**src/rtl/shift_link_pkg.sv**
```systemverilog
// Types, defaults and helpers shared by both ends of the MSB-first serial link
// (shifter transmitter and shift_receiver).
package shift_link_pkg;

   localparam int SHIFT_WIDTH_DEFAULT = 24;

   typedef enum logic [1:0] {
      IDLE = 2'd0,
      RECV = 2'd1,
      HOLD = 2'd2
   } shift_state_e;

   // Even parity over up to 64 data bits; callers zero-extend narrower words.
   function automatic logic even_parity(input logic [63:0] data);
      return ^data;
   endfunction

endpackage

```
**src/rtl/shift_rx_counter.sv**
```systemverilog
// Bit counter for shift_receiver: synchronous clear, load-1, increment and a
// flag marking the count at which the next accepted bit ends the frame.
module shift_rx_counter
   import shift_link_pkg::*;
#(
   parameter int CNT_W = 5,
   parameter int LAST  = 23
) (
   input  logic clk,
   input  logic rst,
   input  logic clr,
   input  logic load1,
   input  logic inc,
   output logic at_last
);

   localparam logic [CNT_W-1:0] LAST_C = CNT_W'(LAST);

   logic [CNT_W-1:0] cnt_q;
   logic [CNT_W-1:0] cnt_d;

   // Clear wins over load, load wins over increment.
   always_comb begin
      cnt_d = cnt_q;
      if (clr) begin
         cnt_d = {CNT_W{1'b0}};
      end else if (load1) begin
         cnt_d = CNT_W'(1);
      end else if (inc) begin
         cnt_d = cnt_q + CNT_W'(1);
      end else begin
         cnt_d = cnt_q;
      end
   end

   always_ff @(posedge clk) begin
      if (rst) begin
         cnt_q <= {CNT_W{1'b0}};
      end else begin
         cnt_q <= cnt_d;
      end
   end

   assign at_last = (cnt_q == LAST_C);

endmodule

```
**src/rtl/shift_receiver.sv**
```systemverilog
// Bit-serial to parallel deserializer with a valid/ready word output.
// Optional macro SHIFT_RX_PARITY_EN adds a trailing even-parity bit and parity_err.
module shift_receiver
   import shift_link_pkg::*;
#(
   parameter int WIDTH = SHIFT_WIDTH_DEFAULT
) (
   input  logic             clk,
   input  logic             rst,
   input  logic             in_bit,
   input  logic             in_valid,
   input  logic             start,
   output logic [WIDTH-1:0] data_out,
   output logic             data_valid,
   input  logic             data_ready,
   output logic             busy,
`ifdef SHIFT_RX_PARITY_EN
   output logic             parity_err,
`endif
   output logic             overrun
);

`ifdef SHIFT_RX_PARITY_EN
   localparam int FRAME_LEN = WIDTH + 1;
`else
   localparam int FRAME_LEN = WIDTH;
`endif
   localparam int CNT_W = $clog2(FRAME_LEN + 1);

   shift_state_e     state_q, state_d;
   logic [WIDTH-1:0] shift_q, shift_d;
   logic [WIDTH-1:0] data_out_q, data_out_d;
   logic             data_valid_q, data_valid_d;
   logic             busy_q, busy_d;
   logic             overrun_q, overrun_d;
`ifdef SHIFT_RX_PARITY_EN
   logic             parity_err_q, parity_err_d;
`endif

   logic             cnt_clr_s, cnt_load1_s, cnt_inc_s, cnt_last_s;
   logic             frame_start_s;
   logic [WIDTH-1:0] first_word_s, next_word_s;

   assign frame_start_s = in_valid & start;
   assign first_word_s  = {{(WIDTH-1){1'b0}}, in_bit};
   assign next_word_s   = {shift_q[WIDTH-2:0], in_bit};

   shift_rx_counter #(
      .CNT_W (CNT_W),
      .LAST  (FRAME_LEN - 1)
   ) u_counter (
      .clk     (clk),
      .rst     (rst),
      .clr     (cnt_clr_s),
      .load1   (cnt_load1_s),
      .inc     (cnt_inc_s),
      .at_last (cnt_last_s)
   );

   // Next-state, datapath and counter control.
   always_comb begin
      state_d      = state_q;
      shift_d      = shift_q;
      data_out_d   = data_out_q;
      data_valid_d = data_valid_q;
      overrun_d    = 1'b0;
      cnt_clr_s    = 1'b0;
      cnt_load1_s  = 1'b0;
      cnt_inc_s    = 1'b0;
`ifdef SHIFT_RX_PARITY_EN
      parity_err_d = parity_err_q;
`endif
      case (state_q)
         IDLE: begin
            if (frame_start_s) begin
               state_d     = RECV;
               shift_d     = first_word_s;
               cnt_load1_s = 1'b1;
            end else begin
               state_d = IDLE;
            end
         end
         RECV: begin
            if (frame_start_s) begin
               // Resync: the aborted frame is dropped without output.
               shift_d     = first_word_s;
               cnt_load1_s = 1'b1;
            end else if (in_valid) begin
               if (cnt_last_s) begin
                  state_d      = HOLD;
                  data_valid_d = 1'b1;
                  cnt_clr_s    = 1'b1;
`ifdef SHIFT_RX_PARITY_EN
                  data_out_d   = shift_q;
                  parity_err_d = even_parity(64'(shift_q)) ^ in_bit;
`else
                  data_out_d   = next_word_s;
`endif
               end else begin
                  shift_d   = next_word_s;
                  cnt_inc_s = 1'b1;
               end
            end else begin
               state_d = RECV;
            end
         end
         HOLD: begin
            if (data_ready) begin
               data_valid_d = 1'b0;
               if (frame_start_s) begin
                  state_d     = RECV;
                  shift_d     = first_word_s;
                  cnt_load1_s = 1'b1;
               end else begin
                  state_d = IDLE;
               end
            end else if (frame_start_s) begin
               overrun_d = 1'b1;
            end else begin
               state_d = HOLD;
            end
         end
         default: begin
            state_d      = IDLE;
            data_valid_d = 1'b0;
            cnt_clr_s    = 1'b1;
         end
      endcase
      busy_d = (state_d == RECV);
   end

   always_ff @(posedge clk) begin
      if (rst) begin
         state_q      <= IDLE;
         shift_q      <= {WIDTH{1'b0}};
         data_out_q   <= {WIDTH{1'b0}};
         data_valid_q <= 1'b0;
         busy_q       <= 1'b0;
         overrun_q    <= 1'b0;
`ifdef SHIFT_RX_PARITY_EN
         parity_err_q <= 1'b0;
`endif
      end else begin
         state_q      <= state_d;
         shift_q      <= shift_d;
         data_out_q   <= data_out_d;
         data_valid_q <= data_valid_d;
         busy_q       <= busy_d;
         overrun_q    <= overrun_d;
`ifdef SHIFT_RX_PARITY_EN
         parity_err_q <= parity_err_d;
`endif
      end
   end

   assign data_out   = data_out_q;
   assign data_valid = data_valid_q;
   assign busy       = busy_q;
   assign overrun    = overrun_q;
`ifdef SHIFT_RX_PARITY_EN
   assign parity_err = parity_err_q;
`endif

endmodule

```
**config.mk**
```make
export PLATFORM = sky130hd
export DESIGN_NAME = shift_receiver
export DESIGN_NICKNAME = d
export VERILOG_FILES = /design/src/rtl/shift_link_pkg.sv /design/src/rtl/shift_rx_counter.sv /design/src/rtl/shift_receiver.sv
export SDC_FILE = /design/constraint.sdc
export NUM_CORES = 1
export LEC_CHECK = 0
export CAP_MARGIN = 15
export CORE_UTILIZATION = 54
export CTS_CLUSTER_SIZE = 24
export DETAILED_ROUTE_END_ITERATION = 8
export PLACE_DENSITY_LB_ADDON = 0.3
export SLEW_MARGIN = 10
export SYNTH_ARGS = -nofsm -noshare
export SYNTH_HDL_FRONTEND = slang
export SYNTH_SLANG_ARGS = --single-unit
```
**constraint.sdc**
```tcl
create_clock -name clk -period 2.29 [get_ports clk]
set_input_delay 0.3435 -clock clk [delete_from_list [all_inputs] [get_ports clk]]
set_output_delay 0.3435 -clock clk [all_outputs]
set_load 0.03 [all_outputs]
```
==> impl_results.md <==
* Initial Utilization at 57.8%
* Fin crit share at 78.0%
* Largest net degree at the start of global routing at 27
* CTS tree: yes
* Initial antenna violation count at 0
* # diodes at 0
* Clock buffer depth at 2
* Detailed Place HPWL at 2510 um
* Slew margin rel. at 65.5%
* Die H at 68.4 um
* Outcome: completed
* Count of hold-fix buffers inserted at cts at 0
* Die area at 0.00467 mm^2
* Final Hold Viols at 0
* Sequential share of the synthesized area at 48.0%
* PwrDens at 700 mW/mm^2
* CTS root buf: clkbuf_8
* Switching Fraction at 21.2%
* DRT antenna net count at 0
* Clk_skew at 0.00698 ns
* Yosys reg bits at 57
* Setup_tns at 0 ns
* Mapped Area at 0.00238 mm^2
* Multi-input gate area in the final layout at 0.00110 mm^2
* Sequential Power Share at 49.6%
* Critical path required time at 2.54 ns
* Adder-cell share of the synthesized area at 0.526%
* Most used DFF post-synth: dfxtp_1
* TritonCTS Sinks at 57
* Via count at 1757
* Drt pass-1 iters at 4
* Final setup fails at 0
* Post-Place Worst Slack at 0.290 ns
* Die W at 68.4 um
* Core area at 0.00412 mm^2
* Final Max Slew Viols at 0
* Synth Area in Compound Gates at 8.63%
* Unique masters post-synth at 31
* Drt wl/cell at 12.0 um
* Share of layout cells above drive strength 1 at 14.9%
* Routed wire length at 4160 um
* Synthesized area per cell at 9.15 um^2
* H-tree Lvls at 3
* CP arrival at 2.04 ns
* Post-synth net total at 267
* Post-route design area at 0.00289 mm^2
* Grt total ovfl at 0
* Post-synth EDFFs at 0
* Placed insts at 331
* Internal reg-to-reg setup slack at 0.50 ns
* Mux cell area share after synthesis at 10.5%
* Dpl cell area at 0.00269 mm^2
* R2R depth at 6
* Fmax at 560 MHz
* Num rows at 23
* Vias in the first global route at 1597
* Unrepaired setup endpoints after global routing: no
* Fill cells at 343
* Nets at 299
* DRC Markers at 0
* Top Ports at 33
* CP Max Fanout at 23
* Worst-Margin Slew at 0.513 ns
* IR drop worst, VDD at 0.512 mV
* Crit Path Category: reg2reg
* Synth Area in XOR/XNOR at 0.368%
* Hold Path Stages at 2
* CTS buffer count at 9
* Area delta synth->final at 21.4%
* First-pass GRT wire length at 7020 um
* Worst-path clk slew at 0.06 ns
* Pint at 1.59 mW
* Reg area at 0.00114 mm^2
* Max cap viols at 0
* Latest clock arrival within the worst-skew pair at 0.33 ns
* Worst hold-check path type: reg2reg
* Initial DRC count at 83
* Synth Area in Simple Gates at 26.1%
* Crit end category: register
* Post-route minimum period at 1.79 ns
* Port Buffers at 32
* Comb power frac at 4.8%
* P_leak at 1.09 nW
* Largest family of logic cells by synthesized area: simple AND/OR/NAND/NOR gates
* Tot GR Track Use at 21.0%
* Syn Inst Count at 260
* Post-CTS sizing at 0
* Postcts setup bufs at 0
* Fin cells at 346
* Final worst slack at 0.503 ns
* DR vias/cell at 5.08
* CP startpoint kind: register
* Post-synth ARST share at 0%
* Tot Pwr at 2.02 mW
* Switch Pwr at 0.428 mW
* Total number of yosys warnings at 0
* Clock power share at 45.6%
* Routability cong. at 0.765
==> cell usage in the layout, fill, tap and decap left out <==
master            n
nand2_1          74
dfxtp_1          57
a21oi_1          34
clkdlybuf4s50_1  32
mux2i_1          25
or2b_2           19
clkbuf_8         11
nand2b_1          7
nor2_1            5
o21ai_0           3
buf_4             3
nor2b_1           2
nand3_1           2
or2b_1            2
clkinv_2          2
buf_12            2
nand4b_2          1
or3_1             1
o211ai_2          1
and4b_2           1
and4bb_2          1
and2_1            1
nand2_2           1
inv_1             1
o31ai_1           1
nand4_1           1
xor2_1            1
nor3b_2           1
nor3_1            1
ha_1              1
bufinv_16         1
clkbuf_1          1
==> Yosys cell counts (2+ instances only) <==
library cell | instances | share of area [%]
clkbuf_1 | 5 | 0.79
or2b_2 | 19 | 7.0
buf_2 | 3 | 0.63
nor2_1 | 5 | 0.79
buf_4 | 2 | 0.63
nor2b_1 | 2 | 0.53
nand2b_1 | 7 | 1.8
dfxtp_1 | 57 | 48
o21ai_0 | 3 | 0.63
or2b_1 | 2 | 0.63
a21oi_1 | 34 | 7.2
mux2i_1 | 25 | 11
buf_6 | 3 | 1.4
buf_12 | 2 | 1.7
nand3_1 | 2 | 0.42
nand2_1 | 74 | 12
==> per-layer routing <==
metal	share of wire, %	global-route usage (%)	vias up
li1	-	-	914
met3	3.5	5.17	7
met5	0	0	-
met2	45	32.0	35
met1	49	25.2	801
met4	1.8	15.9	0
==> per-stage QoR <==
stage,util [%],hold WS (ns)
after floorplan,-,0.424
after detailed placement,65.4,0.445
after CTS,70.2,0.454
final,70.2,0.451
after global routing,70.2,0.471
after global placement,65.4,0.441
==> kinds of logic (layout without fill, tap and decap cells) <==
kind of cell | Yosys count | count (layout)
buf+inv | 17 | 53
xor+xnor | 1 | 1
flops | 57 | 57
simple gates | 120 | 120
compound gates | 39 | 39
fa+ha+maj | 1 | 1
mux | 25 | 25
==> power by group through the flow <==
stage	Sequential, mW	Combinational [mW]	Clock, mW
floorplan	1.02	0.0804	0
global placement	1.02	0.0984	0
detailed placement	1.02	0.0982	0
CTS	1.00	0.0987	0.941
global route	1.00	0.106	0.983
finish	1.00	0.0979	0.921
==> state kept, by name, indices dropped and copies added (netlist names) <==
register / count
state_q: 2
busy: 1
u_counter.cnt_q: 5
data_out: 24
overrun: 1
shift_q: 23
data_valid: 1
==> worst max-delay path, cell delays in order, from the launching register on <==
cell and delay (ns):
dfxtp_1 0.39, ha_1 0.25, nand4b_2 0.16, or3_1 0.35
o211ai_2 0.11, buf_12 0.23, mux2i_1 0.22
==> path summary, 6_finish.rpt <==
check	start	end
worst max-delay path	u_counter.cnt_q[0]$_SDFFE_PP0P_	shift_q[21]$_SDFFE_PP0P_
worst min-delay path	data_out[17]$_SDFFE_PP0P_	data_out[17]$_SDFFE_PP0P_
worst max register to register	u_counter.cnt_q[0]$_SDFFE_PP0P_	shift_q[21]$_SDFFE_PP0P_
worst min register to register	data_out[17]$_SDFFE_PP0P_	data_out[17]$_SDFFE_PP0P_
==> cell type report <==
cell class / instances / area share (%)
multi-input cells: 186 / 38.2
repair buffers: 37 / 13.3
clock buffers: 12 / 5.37
clock inverters: 3 / 1.39
flip-flops and latches: 57 / 39.5
inverters: 1 / 0.130
well taps: 50 / 2.17
Power figures use the tool's default switching activity.
